`src/rtl/alu_multicycle.sv`:
```
// Registered ALU: 1-cycle ADD/SUB/CMP/SHIFT/MOV/NOP, N-iteration shift-add MUL and restoring DIV (ALU_FAST_MUL_EN makes MUL single-cycle).
// Latency 1 or N+1 cycles start->done; caller stalls on busy, new start accepted in IDLE or in the done (FIN) cycle.
module alu_multicycle #(
  parameter int N   = 32,
  parameter int SHW = $clog2(N)
) (
  input  logic           clk,
  input  logic           reset,
  input  logic           start,
  input  logic [N-1:0]   a,
  input  logic [N-1:0]   b,
  input  logic [2:0]     ALUControl,
  input  logic [SHW-1:0] Shamt,
  input  logic [1:0]     ShiftType,
  output logic           busy,
  output logic           done,
  output logic [N-1:0]   Result,
  output logic [3:0]     ALUFlags
);

  localparam logic [2:0] OP_ADD   = 3'b000;
  localparam logic [2:0] OP_SUB   = 3'b001;
  localparam logic [2:0] OP_DIV   = 3'b010;
  localparam logic [2:0] OP_MUL   = 3'b011;
  localparam logic [2:0] OP_SHIFT = 3'b100;
  localparam logic [2:0] OP_CMP   = 3'b101;
  localparam logic [2:0] OP_MOV   = 3'b110;

`ifdef ALU_FAST_MUL_EN
  localparam bit FAST_MUL = 1'b1;
`else
  localparam bit FAST_MUL = 1'b0;
`endif

  typedef enum logic [1:0] {IDLE, RUN, FIN} state_t;
  state_t state, state_nxt;

  logic           accept, multi_op;
  logic [SHW-1:0] cnt;
  logic           run_mul;
  logic [N-1:0]   acc_hi, acc_lo, opnd;

  assign accept   = start && (state == IDLE || state == FIN);
  assign multi_op = (ALUControl == OP_DIV) || (ALUControl == OP_MUL && !FAST_MUL);

  // ---------------- FSM ----------------
  always_ff @(posedge clk) begin
    if (reset) state <= IDLE;
    else       state <= state_nxt;
  end

  always_comb begin
    state_nxt = state;
    case (state)
      IDLE, FIN: begin
        if (start) state_nxt = multi_op ? RUN : FIN;
        else       state_nxt = IDLE;
      end
      RUN:     if (cnt == '0) state_nxt = FIN;
      default: state_nxt = IDLE;
    endcase
  end

  always_comb begin
    busy = (state == RUN);
    done = (state == FIN);
  end

  // ---------------- single-cycle datapath ----------------
  logic [N:0]   add_sum, sub_sum, lsl_w, lsr_w;
  logic [N-1:0] ror_w;
  logic [N-1:0] sc_val;
  logic         sc_c, sc_v, sc_wr_res, sc_wr_flg;
`ifdef ALU_FAST_MUL_EN
  logic [2*N-1:0] prod;
  assign prod = {{N{1'b0}}, a} * {{N{1'b0}}, b};
`endif

  always_comb begin
    add_sum = {1'b0, a} + {1'b0, b};
    sub_sum = {1'b0, a} + {1'b0, ~b} + {{N{1'b0}}, 1'b1};
    // Extra bit beside the operand catches the last bit shifted out.
    lsl_w   = {1'b0, b} << Shamt;
    if (ShiftType == 2'b10) lsr_w = $signed({b, 1'b0}) >>> Shamt;
    else                    lsr_w = {b, 1'b0} >> Shamt;
    ror_w   = (b >> Shamt) | (b << (N - int'(Shamt)));

    sc_val    = Result;
    sc_c      = 1'b0;
    sc_v      = 1'b0;
    sc_wr_res = 1'b1;
    sc_wr_flg = 1'b1;
    case (ALUControl)
      OP_ADD: begin
        sc_val = add_sum[N-1:0];
        sc_c   = add_sum[N];
        sc_v   = (a[N-1] == b[N-1]) && (add_sum[N-1] != a[N-1]);
      end
      OP_SUB, OP_CMP: begin
        sc_val    = sub_sum[N-1:0];
        sc_c      = sub_sum[N];
        sc_v      = (a[N-1] != b[N-1]) && (sub_sum[N-1] != a[N-1]);
        sc_wr_res = (ALUControl == OP_SUB);
      end
      OP_SHIFT: begin
        case (ShiftType)
          2'b00:   begin sc_val = lsl_w[N-1:0]; sc_c = lsl_w[N]; end
          2'b11:   begin sc_val = ror_w; sc_c = (Shamt != '0) && ror_w[N-1]; end
          default: begin sc_val = lsr_w[N:1]; sc_c = lsr_w[0]; end
        endcase
      end
      OP_MOV: sc_val = a;
`ifdef ALU_FAST_MUL_EN
      OP_MUL: begin
        sc_val = prod[N-1:0];
        sc_v   = |prod[2*N-1:N];
      end
`endif
      default: begin
        sc_wr_res = 1'b0;
        sc_wr_flg = 1'b0;
      end
    endcase
  end

  // ---------------- iterative MUL / DIV step ----------------
  logic [N:0]   madd, trial;
  logic [N-1:0] mul_hi_n, mul_lo_n, div_hi_n, div_lo_n, diff;
  logic [N-1:0] it_hi, it_lo, fin_res;
  logic         ge, fin_v;

  always_comb begin
    // MUL: {acc_hi, acc_lo} is the partial product, multiplier bits retire from acc_lo[0].
    madd     = {1'b0, acc_hi} + (acc_lo[0] ? {1'b0, opnd} : {(N+1){1'b0}});
    mul_hi_n = madd[N:1];
    mul_lo_n = {madd[0], acc_lo[N-1:1]};
    // DIV: acc_hi is the remainder, acc_lo shifts dividend out and quotient in.
    trial    = {acc_hi, acc_lo[N-1]};
    ge       = trial >= {1'b0, opnd};
    diff     = trial[N-1:0] - opnd;
    div_hi_n = ge ? diff : trial[N-1:0];
    div_lo_n = {acc_lo[N-2:0], ge};

    it_hi   = run_mul ? mul_hi_n : div_hi_n;
    it_lo   = run_mul ? mul_lo_n : div_lo_n;
    fin_res = it_lo;
    fin_v   = run_mul ? (|mul_hi_n) : (opnd == '0);
  end

  always_ff @(posedge clk) begin
    if (reset) begin
      cnt      <= '0;
      run_mul  <= 1'b0;
      acc_hi   <= '0;
      acc_lo   <= '0;
      opnd     <= '0;
      Result   <= '0;
      ALUFlags <= '0;
    end else if (accept) begin
      if (multi_op) begin
        run_mul <= (ALUControl == OP_MUL);
        cnt     <= SHW'(N - 1);
        acc_hi  <= '0;
        acc_lo  <= (ALUControl == OP_MUL) ? b : a;
        opnd    <= (ALUControl == OP_MUL) ? a : b;
      end else begin
        if (sc_wr_res) Result   <= sc_val;
        if (sc_wr_flg) ALUFlags <= {sc_val[N-1], sc_val == '0, sc_c, sc_v};
      end
    end else if (state == RUN) begin
      acc_hi <= it_hi;
      acc_lo <= it_lo;
      cnt    <= cnt - SHW'(1);
      if (cnt == '0) begin
        Result   <= fin_res;
        ALUFlags <= {fin_res[N-1], fin_res == '0, 1'b0, fin_v};
      end
    end
  end

endmodule

```
`config.mk`:
```
export PLATFORM = sky130hd
export DESIGN_NAME = alu_multicycle
export DESIGN_NICKNAME = d
export VERILOG_FILES = /design/src/rtl/alu_multicycle.sv
export SDC_FILE = /design/constraint.sdc
export NUM_CORES = 1
export LEC_CHECK = 0
export ABC_AREA = 1
export CAP_MARGIN = 15
export CORE_MARGIN = 1
export CORE_UTILIZATION = 25
export DETAILED_ROUTE_END_ITERATION = 10
export PLACE_DENSITY = 0.37
export SYNTH_ARGS = -nofsm -noshare
export SYNTH_HDL_FRONTEND = slang
export SYNTH_SLANG_ARGS = --single-unit
export TNS_END_PERCENT = 1
```
`constraint.sdc`:
```
create_clock -name clk -period 7.3 [get_ports clk]
set_clock_uncertainty 0.1 [all_clocks]
set_input_delay 1.46 -clock clk [delete_from_list [all_inputs] [get_ports clk]]
set_output_delay 1.46 -clock clk [all_outputs]
set_load 0.02 [all_outputs]
```
==> impl_metrics.toml, run 1 <==
[sta]
rsz0062_at_grt = "false"
maxSlewHeadroom_pct = 5.48
period_minus_slack_ns = 5.44
period_share_pct = 74.5
setup_tns_ns = 0
hold_viol_final = 0
setup_violations = 0
fmax_ghz = 0.184
slew_viol_final = 0
tightest_slew_ns = 1.40

[min_path]
hold_start = "cnt[4]"
whs_path_depth = 2
min_path_type = "flip-flop to flip-flop"
whs_endpoint = "cnt[4]"

[critical_path]
start_kind = "primary input"
required_ns = 7.63
critPathMaxFanout = 11
r2r-start = "opnd[15]"
slowest_delay_ns = 0.90
crit_arrival_ns = 5.77
path_buf_inv = 5
end_kind = "flip-flop"
critPathSlowestCell = "clkdlybuf4s50_1"
critPathTopFamily = "simple AND/OR/NAND/NOR gates"
path_class = "primary input to flip-flop"
reg2reg_depth = 14
path_common_cell = "nand2_1"
r2r-end = "Result[0]"
reg2reg_setup_slack_ns = 2.64

[routing]
drt_iter0_drc = 3226
via_count = 29271
viasPerCell = 5.39
first_pass_iters = 6
wl_per_cell_um = 24.5
drc = 0
ant_nets = 0
drt_wl_total_um = 133000

[layout]
area_delta_synth_final_pct = 12.1
finalNetCount = 4455
final_area_mm2 = 0.0256
drive_gt1_share_pct = 4.12
final_cells = 5429

[synth]
ys_top_cells_by_count = "1,223 x nand2_1, 753 x nand3_1, 491 x inv_1"
synth_area_mm2 = 0.0228
synth_most_common_cell = "nand2_1"
ys_seq_area_share_pct = 12.3
synth_cell_types = 49
synth-seq-cells = 140
synth_edf_count = 0
yosysTopAreaCellShare_pct = 20.1
yosysWarningCount = 0
avgSynthCellArea_um2 = 5.35
synth_nets = 4485
synth_ff_type = "dfxtp_1"
synth_area_leader_cell = "nand2_1"
synth_area_leaders = "nand2_1 20%, nand3_1 17%, dfxtp_1 12%"
syn_inst = 4269
async_flop_share_pct = 0

[floorplanning]
core_mm2 = 0.0903
dieArea_mm2 = 0.0926
die_h_um = 304
ios = 115
start_util_pct = 25.3
die_w_um = 304
num_rows = 110

[clock_tree]
cts-resized-gates = 0
path_clk_slew_ns = 0.07
holdBufCountCts = 0
clock-sinks = 140
cts_setup_buffers = 0
cts_max_level = 4
cts_tree = "built"
ctsLongestPathBuffers = 2
cts_root_buffer = "clkbuf_16"
clock_latency_ns = 0.49
cts_buffers = 17

[global_route]
antenna_found_initial = 4
grt_pass1_vias = 27328
grt_pass1_wl_um = 193000
grt_usage_pct = 28.0
gr-total-overflow = 0
grt_max_degree = 72

[run_status]
status = "finished clean"

[placed_design]
io_buffers = 114
placed_area_mm2 = 0.0250
gp_congestion = 0.949
dp_cells = 5392
dpl.hpwl_um = 108000

[power_and_ir_drop]
p_leak_uw = 0.0124
ir_worst_vdd_mv = 0.213
p_per_area_mw_per_mm2 = 150

[flow_run]
maxCapViolCount = 0
-- state kept, by name, summed over array words and instances, names as in the netlist --
name,cells
acc_hi,32
run_mul,1
Result,32
acc_lo,32
cnt,5
ALUFlags,4
state,2
opnd,32
-- how the worst max path moves through the flow --
stage / start / end / slack, ns / cells after the start
6_report: b[2] / ALUFlags[2] / 1.86 / 25
2_1_floorplan: Shamt[1] / ALUFlags[2] / 3.20 / 25
3_5_place_dp: b[2] / ALUFlags[2] / 1.51 / 21
4_1_cts: b[2] / ALUFlags[2] / 2.04 / 21
3_3_place_gp: b[2] / ALUFlags[2] / 1.32 / 21
5_1_grt: b[12] / ALUFlags[2] / 1.76 / 23
-- cell type report --
| type | count | area, µm² |
|---|---|---|
| clock buffer | 18 | 439 |
| fill | 10677 | 64700 |
| clock inverter | 14 | 145 |
| antenna | 1 | 2.50 |
| sequential | 140 | 2800 |
| inverter | 500 | 1880 |
| timing repair buffer | 173 | 1560 |
| tap | 1176 | 1470 |
| multi-input combinational | 3407 | 17300 |
-- power by group --
group          internal, µW  switching (µW)
sequential              816            77.3
clock                   490             427
combinational           600            1420
total                  1910            1930
-- worst register-to-register path, delay by kind of cell, from the launching register on --
| kind | cells | cell delay [ns] |
|---|---|---|
| fa+ha+maj | 1 | 0.37 |
| buf+inv | 1 | 0.10 |
| compound gates | 4 | 1.58 |
| simple gates | 8 | 1.97 |
| flops | 1 | 0.46 |
-- metrics by stage --
| stage | setup WS, ns | hold slack (ns) | power, µW | utilization [%] |
|---|---|---|---|---|
| floorplan | 3.20 | 0.367 | 2130 | - |
| CTS | 2.04 | 0.407 | 3810 | 28.3 |
| global route | 1.76 | 0.421 | 4060 | 28.3 |
| global placement | 1.32 | 0.394 | 2910 | 27.7 |
| finish | 1.86 | 0.404 | 3830 | 28.3 |
| detailed placement | 1.51 | 0.394 | 2880 | 27.7 |
-- layer usage --
metal	track usage [%]	routed length (µm)	part of all wire, %
met5	0	27	0.020
met4	9.89	4900	3.7
met3	4.22	8930	6.7
met2	44.6	59100	44
met1	38.0	60100	45
-- cell usage in the layout, fill, tap and decap left out, drive strengths merged, types with 16 or more instances in the layout --
master,netlist,layout
dfxtp,140,140
o21bai,27,27
o21ai,257,257
o211ai,67,67
or2,56,56
xnor2,16,16
nand2,1223,1223
nand3,753,753
clkbuf,145,21
xor2,37,37
nand4,71,71
clkdlybuf4s50,0,110
a21oi,267,267
inv,498,508
mux2i,22,22
ha,135,135
nor3,33,33
nor2,286,286
buf,77,60
a31oi,74,74
-- cell families (layout without fill, tap and decap cells) --
kind of cell               Yosys count  after routing  synth area share (%)
AOI/OAI and AO/OA                  743            743                  18.4
adders and majority gates          139            139                  7.75
DFF                                140            140                  12.3
buffers and inverters              722            705                  12.2
and+or+nand+nor                   2449           2449                  46.3
other                                0              1                     0
muxes                               23             23                  1.01
xor gates and xnor gates            53             53                  2.03
Power figures use the tool's default switching activity.
==> inputs of run 2 (changes only) <==
==> constraint.sdc (replaced) <==
create_clock -name clk -period 5.3 [get_ports clk]
set_clock_uncertainty 0.1 [all_clocks]
set_input_delay 1.06 -clock clk [delete_from_list [all_inputs] [get_ports clk]]
set_output_delay 1.06 -clock clk [all_outputs]
set_load 0.02 [all_outputs]
==> impl_metrics.toml, run 2 (synthesis results as in run 1) <==
[sta]
setup_tns_ns = 0
slew_viol_final = 0
maxSlewHeadroom_pct = 17.8
setup_violations = 0
period_share_pct = 86.0
tightest_slew_ns = 1.22
hold_viol_final = 0
fmax_ghz = 0.219
hold_ws_ns = 0.406
period_minus_slack_ns = 4.56
rsz0062_at_grt = "false"

[global_route]
antenna_found_initial = 7
gr-total-overflow = 0
grt_usage_pct = 28.1
grt_pass1_vias = 28018
grt_pass1_wl_um = 194000
grt_max_degree = 68

[routing]
ant_nets = 0
first_pass_iters = 8
drt_iter0_drc = 3104
drt_wl_total_um = 133000
drc = 0
wl_per_cell_um = 24.1
viasPerCell = 5.35
via_count = 29497

[clock_tree]
cts_tree = "built"
cts-resized-gates = 0
cts_root_buffer = "clkbuf_16"
holdBufCountCts = 0
cts_max_level = 4
cts_setup_buffers = 0
path_clk_slew_ns = 0.07
clock-sinks = 140
ctsLongestPathBuffers = 2
clock_latency_ns = 0.50
cts_buffers = 17

[power_and_ir_drop]
switching_power_uw = 2640
clkPwrFrac_pct = 24.8
cell_internal_pwr_uw = 2770
pwr-share-seq_pct = 22.6
p_per_area_mw_per_mm2 = 205
p_leak_uw = 0.0128
ir_worst_vdd_mv = 0.317
p_comb_share_pct = 52.6
p_sw_share_pct = 48.8

[floorplanning]
num_rows = 110
core_mm2 = 0.0903
dieArea_mm2 = 0.0926
ios = 115
start_util_pct = 25.3
die_w_um = 304
die_h_um = 304

[critical_path]
critPathMaxFanout = 8
crit_arrival_ns = 4.90
path_class = "primary input to flip-flop"
reg2reg_depth = 14
required_ns = 5.64
start_kind = "primary input"
end_kind = "flip-flop"

[flow_run]
maxCapViolCount = 0

[layout]
utilization_pct = 29.2
area_delta_synth_final_pct = 15.3
fillers = 10561
final_area_mm2 = 0.0263
mostFrequentLayoutCells = "1,223 x nand2_1, 753 x nand3_1, 489 x inv_1"
drive_gt1_share_pct = 6.02
layout_commonest_cell = "nand2_1"
finalNetCount = 4541

[min_path]
whs_path_depth = 2
min_path_type = "flip-flop to flip-flop"

[placed_design]
io_buffers = 114
placed_area_mm2 = 0.0257
gp_congestion = 0.978
dpl.hpwl_um = 110000

[run_status]
status = "finished clean"
run 2: cell types whose count changed in the layout (fill, tap and decap cells not counted), moves of 2 or more:
cell,delta
buf_4,+85
clkbuf_4,-3
buf_12,+4
bufinv_16,+2
inv_6,-3
run 2: worst max-delay path: stages:
cell and delay (ns):
clkdlybuf4s50_1 0.71, inv_1 0.12, ha_1 0.47, nand2_1 0.16, nor2_1 0.30, inv_1 0.10, nor3_1 0.24, nand3_1 0.31
nand3_1 0.18, nand2_1 0.06, nand3_1 0.06, nand2_1 0.15, inv_1 0.09, nand4_1 0.11, nor2_1 0.16, nand2_1 0.14
nor2_1 0.13, nand4_1 0.12, nand3_1 0.09, nand2_1 0.06, inv_1 0.04
run 2: power by group through the flow:
| stage | combinational, µW | clock [µW] | sequential (µW) |
|---|---|---|---|
| 6_report | 2850 | 1340 | 1220 |
| 3_5_place_dp | 2790 | 0 | 1240 |
| 3_3_place_gp | 2810 | 0 | 1250 |
| 4_1_cts | 2800 | 1370 | 1220 |
| 5_1_grt | 3110 | 1400 | 1230 |
| 2_1_floorplan | 1710 | 0 | 1220 |
run 2: layer usage:
layer / GRT usage, % / vias to the layer above / part of all wire, %
met3: 4.37 / 189 / 6.9
met4: 11.7 / 10 / 4.3
met5: 0 / - / 0.050
met1: 38.2 / 13709 / 45
met2: 43.9 / 1260 / 44
li1: - / 14329 / -
run 2: area by class of cell:
class                   instances  area, µm²  share of cell area (%)
repair buffers                259       2260                    8.58
inverters                     500       1880                    7.13
clock inverters                14        184                   0.698
multi-input cells            3407      17300                    65.7
diodes                          2       5.00                  0.0190
flip-flops and latches        140       2800                    10.6
well taps                    1176       1470                    5.59
clock buffers                  18        439                    1.67
run 2: final timing paths:
kind | slack [ns] | end | from
worst max-delay path | 0.74 | ALUFlags[2] | b[9]
worst max register to register | 1.19 | Result[0] | opnd[13]
worst min register to register | 0.41 | cnt[4] | cnt[4]
worst min-delay path | 0.41 | cnt[4] | cnt[4]
run 2: stage by stage:
stage / total power, µW / instances / setup slack, ns
2_1_floorplan: 2930 / 4269 / 1.60
3_3_place_gp: 4060 / 5482 / 0.303
3_5_place_dp: 4030 / 5482 / 0.333
4_1_cts: 5390 / 5514 / 0.850
5_1_grt: 5740 / 5516 / 0.459
6_report: 5410 / 5516 / 0.742
